## src/rtl/ps2_pkg.sv

```systemverilog
// ps2_pkg: shared types and constants for the PS/2 host blocks.
//   ps2_state_e : host transmitter FSM states (also exported for debug)
//   tx_status_e : completion codes reported with tx_done
//   CMD_*       : common keyboard command bytes
//   odd_parity  : parity bit that makes the 9-bit data+parity word odd
package ps2_pkg;

  localparam int TMR_W = 20;

  typedef enum logic [2:0] {
    IDLE,
    INHIBIT,
    START,
    REQ,
    SEND,
    ACK,
    WAIT_IDLE,
    DONE
  } ps2_state_e;

  typedef enum logic [1:0] {
    TX_OK        = 2'b00,
    TX_NO_ACK    = 2'b01,
    TX_START_TMO = 2'b10,
    TX_FRAME_TMO = 2'b11
  } tx_status_e;

  localparam logic [7:0] CMD_SET_LEDS = 8'hED;
  localparam logic [7:0] CMD_ECHO     = 8'hEE;
  localparam logic [7:0] CMD_RESET    = 8'hFF;

  function automatic logic odd_parity(input logic [7:0] d);
    return ~^d;
  endfunction

endpackage

```

## src/rtl/ps2_host_tx_if.sv

```systemverilog
// ps2_host_tx_if: command/status bundle between the HPS PIO side (master)
// and the PS/2 host transmitter (slave).
//   tx_valid/tx_data : command request and byte
//   tx_ready         : transmitter idle and able to accept
//   tx_done          : one-cycle completion pulse
//   tx_status        : result code, valid from tx_done until the next completion
//   busy             : transfer in progress
// Handshake: a command is taken on a clock edge where tx_valid && tx_ready;
// tx_data must be stable in that cycle. tx_valid while tx_ready is low is
// dropped, never queued, so the master must wait for tx_ready again.
interface ps2_host_tx_if;
  logic       tx_valid;
  logic [7:0] tx_data;
  logic       tx_ready;
  logic       tx_done;
  logic [1:0] tx_status;
  logic       busy;

  modport master (
    output tx_valid, tx_data,
    input  tx_ready, tx_done, tx_status, busy
  );

  modport slave (
    input  tx_valid, tx_data,
    output tx_ready, tx_done, tx_status, busy
  );
endinterface

```

## src/rtl/ps2_line_sync.sv

```systemverilog
// ps2_line_sync: 2-FF synchronizers for raw PS2_CLK/PS2_DAT pins plus a
// registered falling-edge strobe of the clock line.
//   clk, reset_n : system clock, async active-low reset
//   clk_in/dat_in: raw pin levels
//   clk_s/dat_s  : synchronized levels (reset to idle-high)
//   fe           : one-cycle pulse per synchronized 1->0 of the clock line
module ps2_line_sync (
  input  logic clk,
  input  logic reset_n,
  input  logic clk_in,
  input  logic dat_in,
  output logic clk_s,
  output logic dat_s,
  output logic fe
);

  logic clk_meta;
  logic dat_meta;
  logic clk_d;

  always_ff @(posedge clk or negedge reset_n) begin
    if (!reset_n) begin
      clk_meta <= 1'b1;
      clk_s    <= 1'b1;
      clk_d    <= 1'b1;
      dat_meta <= 1'b1;
      dat_s    <= 1'b1;
      fe       <= 1'b0;
    end else begin
      clk_meta <= clk_in;
      clk_s    <= clk_meta;
      clk_d    <= clk_s;
      dat_meta <= dat_in;
      dat_s    <= dat_meta;
      fe       <= clk_d & ~clk_s;
    end
  end

endmodule

```

## src/rtl/ps2_host_tx.sv

```systemverilog
// ps2_host_tx: host-to-device PS/2 command transmitter.
// Inhibits the bus, issues request-to-send, shifts out one byte with odd
// parity on device clock falling edges, then checks the device ACK bit.
//   clk, reset_n            : CLOCK_50, async active-low reset
//   host                    : command/status interface (slave side)
//   ps2_clk_in/ps2_dat_in   : raw pin levels
//   ps2_clk_oe/ps2_dat_oe   : 1 pulls the open-collector line low
//   dbg_state               : current FSM state
module ps2_host_tx
  import ps2_pkg::*;
#(
  parameter int unsigned INHIBIT_CYC   = 6000,
  parameter int unsigned START_CYC     = 250,
  parameter int unsigned START_TMO_CYC = 750000,
  parameter int unsigned FRAME_TMO_CYC = 100000
) (
  input  logic            clk,
  input  logic            reset_n,
  ps2_host_tx_if.slave    host,
  input  logic            ps2_clk_in,
  input  logic            ps2_dat_in,
  output logic            ps2_clk_oe,
  output logic            ps2_dat_oe,
  output ps2_state_e      dbg_state
);

  localparam logic [TMR_W-1:0] INH_LAST  = TMR_W'(INHIBIT_CYC - 1);
  localparam logic [TMR_W-1:0] STA_LAST  = TMR_W'(START_CYC - 1);
  localparam logic [TMR_W-1:0] STMO_LAST = TMR_W'(START_TMO_CYC - 1);
  localparam logic [TMR_W-1:0] FTMO_LAST = TMR_W'(FRAME_TMO_CYC - 1);

  logic clk_s, dat_s, fe;

  ps2_line_sync u_sync (
    .clk     (clk),
    .reset_n (reset_n),
    .clk_in  (ps2_clk_in),
    .dat_in  (ps2_dat_in),
    .clk_s   (clk_s),
    .dat_s   (dat_s),
    .fe      (fe)
  );

  ps2_state_e       state_q, state_d;
  logic [TMR_W-1:0] tmr_q;
  logic [9:0]       sh_q;      // {stop, parity, data[7:0]}, bit 0 goes out next
  logic [3:0]       bit_cnt_q;
  logic             dat_oe_q;
  logic             ack_ok_q;
  tx_status_e       status_q, status_d;
  logic             tmr_clr;
  logic             frame_tmo;
  logic             frame_hold;

  assign frame_tmo = (tmr_q == FTMO_LAST);

  always_comb begin
    state_d  = state_q;
    status_d = status_q;
    case (state_q)
      IDLE:      if (host.tx_valid) state_d = INHIBIT;
      INHIBIT:   if (tmr_q == INH_LAST) state_d = START;
      START:     if (tmr_q == STA_LAST) state_d = REQ;
      REQ: begin
        if (fe) begin
          state_d = SEND;
        end else if (tmr_q == STMO_LAST) begin
          state_d  = DONE;
          status_d = TX_START_TMO;
        end
      end
      SEND: begin
        if (frame_tmo) begin
          state_d  = DONE;
          status_d = TX_FRAME_TMO;
        end else if (fe && bit_cnt_q == 4'd8) begin
          state_d = ACK;
        end
      end
      ACK: begin
        if (frame_tmo) begin
          state_d  = DONE;
          status_d = TX_FRAME_TMO;
        end else if (fe) begin
          state_d = WAIT_IDLE;
        end
      end
      WAIT_IDLE: begin
        if (frame_tmo) begin
          state_d  = DONE;
          status_d = TX_FRAME_TMO;
        end else if (clk_s && dat_s) begin
          state_d  = DONE;
          status_d = ack_ok_q ? TX_OK : TX_NO_ACK;
        end
      end
      DONE:      state_d = IDLE;
      default:   state_d = IDLE;
    endcase
  end

  // The frame timer spans SEND..WAIT_IDLE, so those hand-overs keep it running.
  assign frame_hold = (state_q == SEND && state_d == ACK) ||
                      (state_q == ACK  && state_d == WAIT_IDLE);
  assign tmr_clr    = (state_d != state_q) && !frame_hold;

  always_ff @(posedge clk or negedge reset_n) begin
    if (!reset_n) begin
      state_q   <= IDLE;
      tmr_q     <= '0;
      sh_q      <= '1;
      bit_cnt_q <= '0;
      dat_oe_q  <= 1'b0;
      ack_ok_q  <= 1'b0;
      status_q  <= TX_OK;
    end else begin
      state_q <= state_d;

      if (tmr_clr)           tmr_q <= '0;
      else if (tmr_q != '1)  tmr_q <= tmr_q + 1'b1;

      if (state_q == IDLE && host.tx_valid)
        sh_q <= {1'b1, odd_parity(host.tx_data), host.tx_data};

      // fe #1 (in REQ) presents data bit 0; each later fe presents the next
      // bit. Shifting in ones makes the stop bit release the line.
      if (state_q == REQ && fe) begin
        bit_cnt_q <= '0;
        dat_oe_q  <= ~sh_q[0];
        sh_q      <= {1'b1, sh_q[9:1]};
      end else if (state_q == SEND && fe && !frame_tmo) begin
        bit_cnt_q <= bit_cnt_q + 4'd1;
        dat_oe_q  <= ~sh_q[0];
        sh_q      <= {1'b1, sh_q[9:1]};
      end

      if (state_q == ACK && fe) ack_ok_q <= ~dat_s;

      if (state_d == DONE) status_q <= status_d;
    end
  end

  // Line drives decode straight from state so an async reset frees the bus
  // without waiting for a clock edge.
  always_comb begin
    ps2_clk_oe = (state_q == INHIBIT) || (state_q == START);
    ps2_dat_oe = 1'b0;
    case (state_q)
      START, REQ: ps2_dat_oe = 1'b1;
      SEND:       ps2_dat_oe = dat_oe_q;
      default:    ps2_dat_oe = 1'b0;
    endcase
  end

  assign host.tx_ready  = (state_q == IDLE);
  assign host.busy      = (state_q != IDLE);
  assign host.tx_done   = (state_q == DONE);
  assign host.tx_status = status_q;
  assign dbg_state      = state_q;

endmodule
```

## src/flat_wrapper.sv

```systemverilog
// flat-port wrapper written by rule: the top's interface ports become plain ports
module ps2_host_tx_flat import ps2_pkg::*;
#(
  parameter int unsigned INHIBIT_CYC   = 6000,
  parameter int unsigned START_CYC     = 250,
  parameter int unsigned START_TMO_CYC = 750000,
  parameter int unsigned FRAME_TMO_CYC = 100000
)
  (clk, reset_n, ps2_clk_in, ps2_dat_in, ps2_clk_oe, ps2_dat_oe, dbg_state, host_tx_valid, host_tx_data, host_tx_ready, host_tx_done, host_tx_status, host_busy);
  ps2_host_tx_if host_i ();
  input  logic clk;
  input  logic reset_n;
  input  logic ps2_clk_in;
  input  logic ps2_dat_in;
  output logic ps2_clk_oe;
  output logic ps2_dat_oe;
  output ps2_state_e dbg_state;
  input wire logic [$bits(host_i.tx_valid)-1:0] host_tx_valid;
  input wire logic [$bits(host_i.tx_data)-1:0] host_tx_data;
  output wire logic [$bits(host_i.tx_ready)-1:0] host_tx_ready;
  output wire logic [$bits(host_i.tx_done)-1:0] host_tx_done;
  output wire logic [$bits(host_i.tx_status)-1:0] host_tx_status;
  output wire logic [$bits(host_i.busy)-1:0] host_busy;
  assign host_i.tx_valid = host_tx_valid;
  assign host_i.tx_data = host_tx_data;
  assign host_tx_ready = host_i.tx_ready;
  assign host_tx_done = host_i.tx_done;
  assign host_tx_status = host_i.tx_status;
  assign host_busy = host_i.busy;
  ps2_host_tx #(.INHIBIT_CYC(INHIBIT_CYC), .START_CYC(START_CYC), .START_TMO_CYC(START_TMO_CYC), .FRAME_TMO_CYC(FRAME_TMO_CYC)) u_core (.clk(clk), .reset_n(reset_n), .host(host_i), .ps2_clk_in(ps2_clk_in), .ps2_dat_in(ps2_dat_in), .ps2_clk_oe(ps2_clk_oe), .ps2_dat_oe(ps2_dat_oe), .dbg_state(dbg_state));
endmodule
```

## config.mk

```make
export PLATFORM = sky130hd
export DESIGN_NAME = ps2_host_tx_flat
export DESIGN_NICKNAME = d
export VERILOG_FILES = /design/src/rtl/ps2_pkg.sv /design/src/rtl/ps2_host_tx_if.sv /design/src/rtl/ps2_line_sync.sv /design/src/rtl/ps2_host_tx.sv /design/src/flat_wrapper.sv
export SDC_FILE = /design/constraint.sdc
export NUM_CORES = 1
export LEC_CHECK = 0
export BUFFER_PORTS_ARGS = -buffer_cell sky130_fd_sc_hd__buf_2
export CAP_MARGIN = 25
export CELL_PAD_IN_SITES_DETAIL_PLACEMENT = 0
export CELL_PAD_IN_SITES_GLOBAL_PLACEMENT = 2
export CORE_ASPECT_RATIO = 0.5
export CORE_MARGIN = 5
export CORE_UTILIZATION = 40
export DETAILED_ROUTE_END_ITERATION = 8
export PLACE_DENSITY_LB_ADDON = 0.1
export SYNTH_ARGS = -nofsm -noshare
export SYNTH_HDL_FRONTEND = slang
export SYNTH_SLANG_ARGS = --single-unit
```

## constraint.sdc

```tcl
create_clock -name clk -period 8 [get_ports clk]
set_clock_uncertainty 0.05 [all_clocks]
set_input_delay 0.8 -clock clk [delete_from_list [all_inputs] [get_ports clk]]
set_output_delay 0.8 -clock clk [all_outputs]
set_load 0.05 [all_outputs]
```

==> results.txt, run 1 <==
Outcome -> finished clean
Final Slew Violations -> 0
Worst slew pin tran -> 0.653 ns
Core area -> 0.00616 mm²
Largest net degree at the start of global routing -> 47
RSZ-0062 raised after global routing -> false
Initial Util -> 0.418
Tot GR Track Use -> 0.157
Top-area cell type share of the netlist area -> 0.311
Fin util -> 0.472
DR vias -> 2039
Slew HR -> 0.561
Crit-path cells -> or4_1, nor4_2, a21boi_1, or2_0, a222oi_1, inv_1
Fmax -> 339 MHz
Flop and latch count out of synthesis -> 46
Register area share after synthesis -> 0.454
Cells after synthesis -> 271
Vias in the first global route -> 1960
Unique cell type count in the Yosys netlist -> 44
CP Buf/Inv Count -> 1
Final Hold Viols -> 0
Max-cap violations -> 0
Pwr per Cell Area -> 159 mW/mm²
Reg2Reg Capture Point -> u_core.sh_q[1]
Hold WS -> 0.298 ns
Die X -> 123 µm
Fraction of layout cells with a size suffix above 1 -> 0.186
First-pass GRT wire length -> 9920 µm
Mapped Area -> 0.00258 mm²
CP max-delay cell -> or4_1
Worst Path Class, Setup -> reg -> reg
Net Count, Synth -> 288
Worst r2r path cells -> 6
Synth Warn # -> 0
Die area -> 0.00824 mm²
P&R area growth vs syn -> 12.9%
Worst path max stage delay -> 0.57 ns
Top-count cell post-synth -> nor2_1
Critical path depth in cells -> 6
Crit Path Max Fanout -> 10
Final setup fails -> 0
Non-filler cells in the finished layout -> 379
DRC viols -> 0
CTS tree -> yes
Sequential Area -> 0.00117 mm²
CTS resizes -> 0
Tmin final -> 2.95 ns
# IOs -> 23
Sink Count -> 46
R2R Path Start -> u_core.tmr_q[8]
Fill cell count -> 609
Final Cycle Share -> 0.369
CTS H-tree depth -> 2
Crit path arrival time -> 3.12 ns
Post-CTS Setup Bufs -> 0
Multi-input gate area -> 0.00128 mm²
R2R Setup Slk -> 5.05 ns
Total grt overflow -> 0
Num CTS Buffers -> 5
Worst-Skew Late Latency -> 0.29 ns
Vias per std cell -> 5.38
Setup crit end -> u_core.sh_q[1]
NumNets Final -> 307
Worst-path clk slew -> 0.06 ns
Crit-path leading delay family -> simple AND/OR/NAND/NOR gates
Num rows -> 20
Pre-Repair DR Iteration Count -> 6
Antenna Cells -> 0
Placer congestion estimate -> 0.858
Die Ht -> 66.7 µm
Detail Route Antenna Nets -> 0
Post-Syn Area per Cell -> 9.51 µm²
1st-iter DRT viols -> 114
Post-synth ARST share -> 1.00
Class of the tightest hold or removal check -> in -> async
Hold_buf cts -> 0
Root Buffer -> clkbuf_16
Top cell type by total area after synthesis -> dfrtp_1
Ranking of synthesized cells by area -> dfrtp_1, dfstp_2, nor2_1
Worst Path Required -> 8.16 ns
Placed Cells -> 370
Setup TNS -> 0 ns
VDD IR-drop max -> 0.0804 mV
Post-synth EDFFs -> 0
Initial antenna violation count -> 0
Mean routed wirelength per cell -> 15.6 µm
I/O Buffers -> 22
Critical Path Source -> u_core.tmr_q[8]
Worst Setup Start Kind -> register
Most frequent cells after synthesis -> nor2_1, dfrtp_1, nand2_1, inv_1, dfstp_2
Max Root-Sink Buffers -> 2
Leakage dissipation -> 1.20 nW
Synth Flop Type -> dfrtp_1
CP endpoint kind -> register
Post-Route WL -> 5900 µm
Post-DP HPWL -> 4220 µm
cell families (layout without fill, tap and decap cells):
logic type,after synthesis,in the layout,share of synthesized area
flip-flops,46,46,0.454
XOR/XNOR,26,26,0.0884
AO/OA/AOI/OAI,41,41,0.121
adder cells (fa/ha/maj),4,4,0.0194
buffers and inverters,30,50,0.0495
AND/OR/NAND/NOR,119,119,0.248
multiplexers,5,5,0.0199
worst register-to-register path: cells and delay by family, from the launching register on:
kind            cells  cell delay, ns
simple gates        3            1.56
compound gates      2            0.76
flops               1            0.43
buf+inv             1            0.07
sequential cells by signal (all words and copies together) (netlist names):
signal / flops
u_core.tmr_q: 20
u_core.host.tx_status: 2
u_core.u_sync.dat_s: 1
u_core.u_sync.clk_d: 1
u_core.dbg_state: 3
u_core.dat_oe_q: 1
u_core.u_sync.fe: 1
u_core.bit_cnt_q: 4
u_core.u_sync.clk_s: 1
u_core.u_sync.dat_meta: 1
u_core.u_sync.clk_meta: 1
u_core.ack_ok_q: 1
u_core.sh_q: 9
how the worst min path moves through the flow:
stage	start	end	depth (start not counted)
global route	reset_n	u_core.tmr_q[18]	1
CTS	u_core.u_sync.clk_meta	u_core.u_sync.clk_s	0
global placement	u_core.u_sync.clk_meta	u_core.u_sync.clk_s	0
floorplan	u_core.u_sync.clk_meta	u_core.u_sync.clk_s	0
finish	reset_n	u_core.tmr_q[18]	1
detailed placement	u_core.u_sync.clk_meta	u_core.u_sync.clk_s	0
cell type report:
type,count,share of cell area
inverters,19,0.0245
well taps,88,0.0379
clock buffers,7,0.0491
multi-input cells,195,0.440
flip-flops and latches,46,0.402
clock inverters,1,0.00172
repair buffers,23,0.0448
per-layer routing:
metal	track usage	vias to the layer above	part of all wire	routed length (µm)
li1	-	1004	-	-
met1	0.222	983	0.52	3060
met2	0.231	48	0.42	2470
met3	0.0475	4	0.057	335
met4	0.0414	0	0.0059	35
met5	0	-	0	0
stage by stage:
step | power, mW | worst slack, ns | area, µm²
6_report | 0.462 | 5.05 | 2910
5_1_grt | 0.483 | 4.80 | 2910
4_1_cts | 0.469 | 4.99 | 2890
3_5_place_dp | 0.256 | 5.00 | 2740
3_3_place_gp | 0.256 | 5.10 | 2740
2_1_floorplan | 0.247 | 4.50 | 2580
layout by cell type, fill, tap and decap left out, drive strengths merged, types with 2 or more instances in the layout:
cell type,synthesis,routed
nor2b,2,2
dfstp,14,14
nor4,5,5
ha,4,4
buf,2,23
or4,5,5
nand3b,2,2
a21oi,6,6
o211ai,3,3
inv,19,19
nor2,35,35
nand4,12,12
a222oi,8,8
nand2,21,21
a31oi,6,6
nand4b,2,2
and2,2,2
a2111oi,2,2
o21ai,9,9
a211oi,3,3
dfrtp,32,32
nand3,13,13
nand2b,2,2
xnor2,13,13
or3b,3,3
clkbuf,9,7
mux2i,4,4
nor3,5,5
xor2,13,13
and3,6,6
power breakdown:
| part | leakage (nW) | switching, mW | internal [mW] |
|---|---|---|---|
| combinational | 0.646 | 0.00969 | 0.00714 |
| clock | 0.0739 | 0.0850 | 0.124 |
| sequential | 0.482 | 0.00104 | 0.235 |
| total | 1.20 | 0.0957 | 0.366 |
No activity file was read; power rests on OpenSTA's default activity.
==> run 2: changes to the inputs <==
ABC_AREA = 1   (was not set)
CORE_UTILIZATION = 32   (was 40)
clock period = 2.7 ns   (was 8 ns; I/O delays follow)
==> run 2 against run 1 <==
  * Clock-buffer cell count fell by 1
  * Via count rose by 28%
  * Worst setup slack got worse by 4.7 ns
  * Critical path type unchanged
  * Critical endpoint is now u_core.tmr_q[9]
==> results.txt, run 2 <==
Initial Util -> 0.335
Detail Route Antenna Nets -> 0
CTS H-tree depth -> 2
Worst Setup Start Kind -> register
Design area -> 0.00343 mm²
Setup crit end -> u_core.tmr_q[9]
Total grt overflow -> 0
Die Ht -> 78.4 µm
Post-Route WL -> 8110 µm
Die X -> 147 µm
Top-count cell post-synth -> nand2_1
Top cell type by total area after synthesis -> dfrtp_1
Leakage dissipation -> 1.52 nW
Top-area cell type share of the netlist area -> 0.268
Fraction of layout cells with a size suffix above 1 -> 0.237
Setup TNS -> 0 ns
DR vias -> 2605
Crit path arrival time -> 2.51 ns
Largest register FFs -> 20
R2R Setup Slk -> 0.37 ns
Flop and latch count out of synthesis -> 46
Final setup fails -> 0
Pre-Repair DR Iteration Count -> 4
Mapped Area -> 0.00299 mm²
Post-synth EDFFs -> 0
Top reg by flops -> u_core.tmr_q
Mean routed wirelength per cell -> 15.2 µm
Class of the tightest hold or removal check -> in -> reg
I/O Buffers -> 22
Tot GR Track Use -> 0.144
Reg2Reg Capture Point -> u_core.tmr_q[9]
# IOs -> 23
NumNets Final -> 433
Num rows -> 24
Tmin final -> 2.33 ns
Synth Flop Type -> dfrtp_1
Most common cell after layout, fill and taps aside -> nand2_1
CTS resizes -> 0
Worst Path Required -> 2.88 ns
Worst-Skew Late Latency -> 0.29 ns
R2R Path Start -> u_core.tmr_q[7]
Pwr per Cell Area -> 419 mW/mm²
Sequential Area -> 0.00117 mm²
Slew HR -> 0.604
Post-synth ARST share -> 1.00
Worst Path Class, Setup -> reg -> reg
Synth Warn # -> 0
DRC viols -> 0
Register area share after synthesis -> 0.391
Num CTS Buffers -> 5
Vias per std cell -> 4.88
Max Root-Sink Buffers -> 2
HP Start -> ps2_clk_in
Vias in the first global route -> 2618
Fill cell count -> 946
Most frequent cells in the layout -> nand2_1, nand3_1, inv_1, nor2_1, dfrtp_1
Critical Path Source -> u_core.tmr_q[7]
Net Count, Synth -> 406
Final Hold Viols -> 0
Most frequent cells after synthesis -> nand2_1, nand3_1, inv_1, nor2_1, dfrtp_1
Max-cap violations -> 0
Top flop regs -> u_core.tmr_q: 20 flops, u_core.sh_q: 9 flops, u_core.bit_cnt_q: 4 flops
DP Area -> 0.00323 mm²
Final Slew Violations -> 0
RSZ-0062 raised after global routing -> false
First-pass GRT wire length -> 13300 µm
Outcome -> finished clean
Multi-input gate area -> 0.00157 mm²
Fmax -> 428 MHz
Post-DP HPWL -> 6230 µm
Initial antenna violation count -> 0
Worst slew pin tran -> 0.594 ns
1st-iter DRT viols -> 154
Final Cycle Share -> 0.865
Placer congestion estimate -> 0.858
Hold WS -> 0.0218 ns
Antenna Cells -> 0
Post-Syn Area per Cell -> 7.69 µm²
Root Buffer -> clkbuf_16
Die area -> 0.0115 mm²
Sink Count -> 46
Unique cell type count in the Yosys netlist -> 37
Ranking of synthesized cells by area -> dfrtp_1, dfstp_2, nand2_1
CP endpoint kind -> register
Worst-path clk slew -> 0.07 ns
P&R area growth vs syn -> 14.8%
Core area -> 0.00892 mm²
Crit Path Max Fanout -> 12
Largest net degree at the start of global routing -> 43
CTS tree -> yes
VDD IR-drop max -> 0.213 mV
Worst r2r path cells -> 13
Cells after synthesis -> 389
-- run 2: cell count changes after synthesis, sizes merged, moves of 7 or more --
cell	previous run	this run
clkbuf	9	1
nand2	21	87
a21oi	6	25
xor2	13	6
inv	19	49
o21ai	9	18
nor2	35	49
a222oi	8	0
nand3	13	53
buf	2	9
-- run 2: cell type report --
class | count | share of cell area
Sequential cell | 46 | 0.340
Clock buffer | 6 | 0.0437
Inverter | 49 | 0.0536
Multi-Input combinational cell | 284 | 0.456
Clock inverter | 2 | 0.00401
Timing Repair Buffer | 30 | 0.0597
Tap cell | 117 | 0.0426
-- run 2: where the power goes --
part           internal [mW]  switching [mW]
Combinational         0.0248          0.0315
Sequential             0.697         0.00274
Clock                  0.402           0.281
Total                   1.12           0.315
-- run 2: repair_timing --
| item | in CTS | in global routing |
|---|---|---|
| setup buffers | 0 | 0 |
| hold buffers | 0 | 1 |
| endpoints found under the hold margin | 0 | 17 |
-- run 2: worst min path at each step --
stage,end,slack (ns),cells after the start
after CTS,u_core.u_sync.clk_meta,0.01,1
after global routing,u_core.u_sync.clk_meta,0.007,1
after detailed placement,u_core.u_sync.clk_s,0.30,0
after global placement,u_core.u_sync.clk_s,0.30,0
after floorplan,u_core.ack_ok_q,-0.08,0
final,u_core.u_sync.clk_meta,0.02,1
-- run 2: worst max-delay path, cell delays in order, from the launching register on --
cell and delay [ns]:
dfrtp_1 0.45, inv_1 0.11, nor2_1 0.18, nand2_1 0.07
nor2_1 0.24, nand3_2 0.14, nand2_1 0.08, nand2_1 0.07
nand2_1 0.08, nor2_1 0.04, nand3_2 0.06, nand3_2 0.30
buf_12 0.28, a21oi_2 0.12
-- run 2: routing by layer --
metal	GRT usage	wire length [µm]
met3	0.0351	362
met4	0.0310	96
met5	0	0
met1	0.202	4090
met2	0.229	3560
-- run 2: cells by family after synthesis --
| logic type | count (synthesis) | synth area share |
|---|---|---|
| compound gates | 52 | 0.119 |
| buf+inv | 59 | 0.0857 |
| fa+ha+maj | 4 | 0.0167 |
| flops | 46 | 0.391 |
| simple gates | 215 | 0.350 |
| xor+xnor | 13 | 0.0381 |
-- run 2: metrics by stage --
stage | setup slack [ns] | instances | power [mW] | util
after floorplan | 0.287 | 389 | 0.732 | -
after global placement | 0.442 | 524 | 0.763 | 0.363
after detailed placement | 0.398 | 524 | 0.765 | 0.363
after CTS | 0.376 | 532 | 1.46 | 0.381
after global routing | 0.131 | 534 | 1.50 | 0.385
final | 0.365 | 534 | 1.44 | 0.385
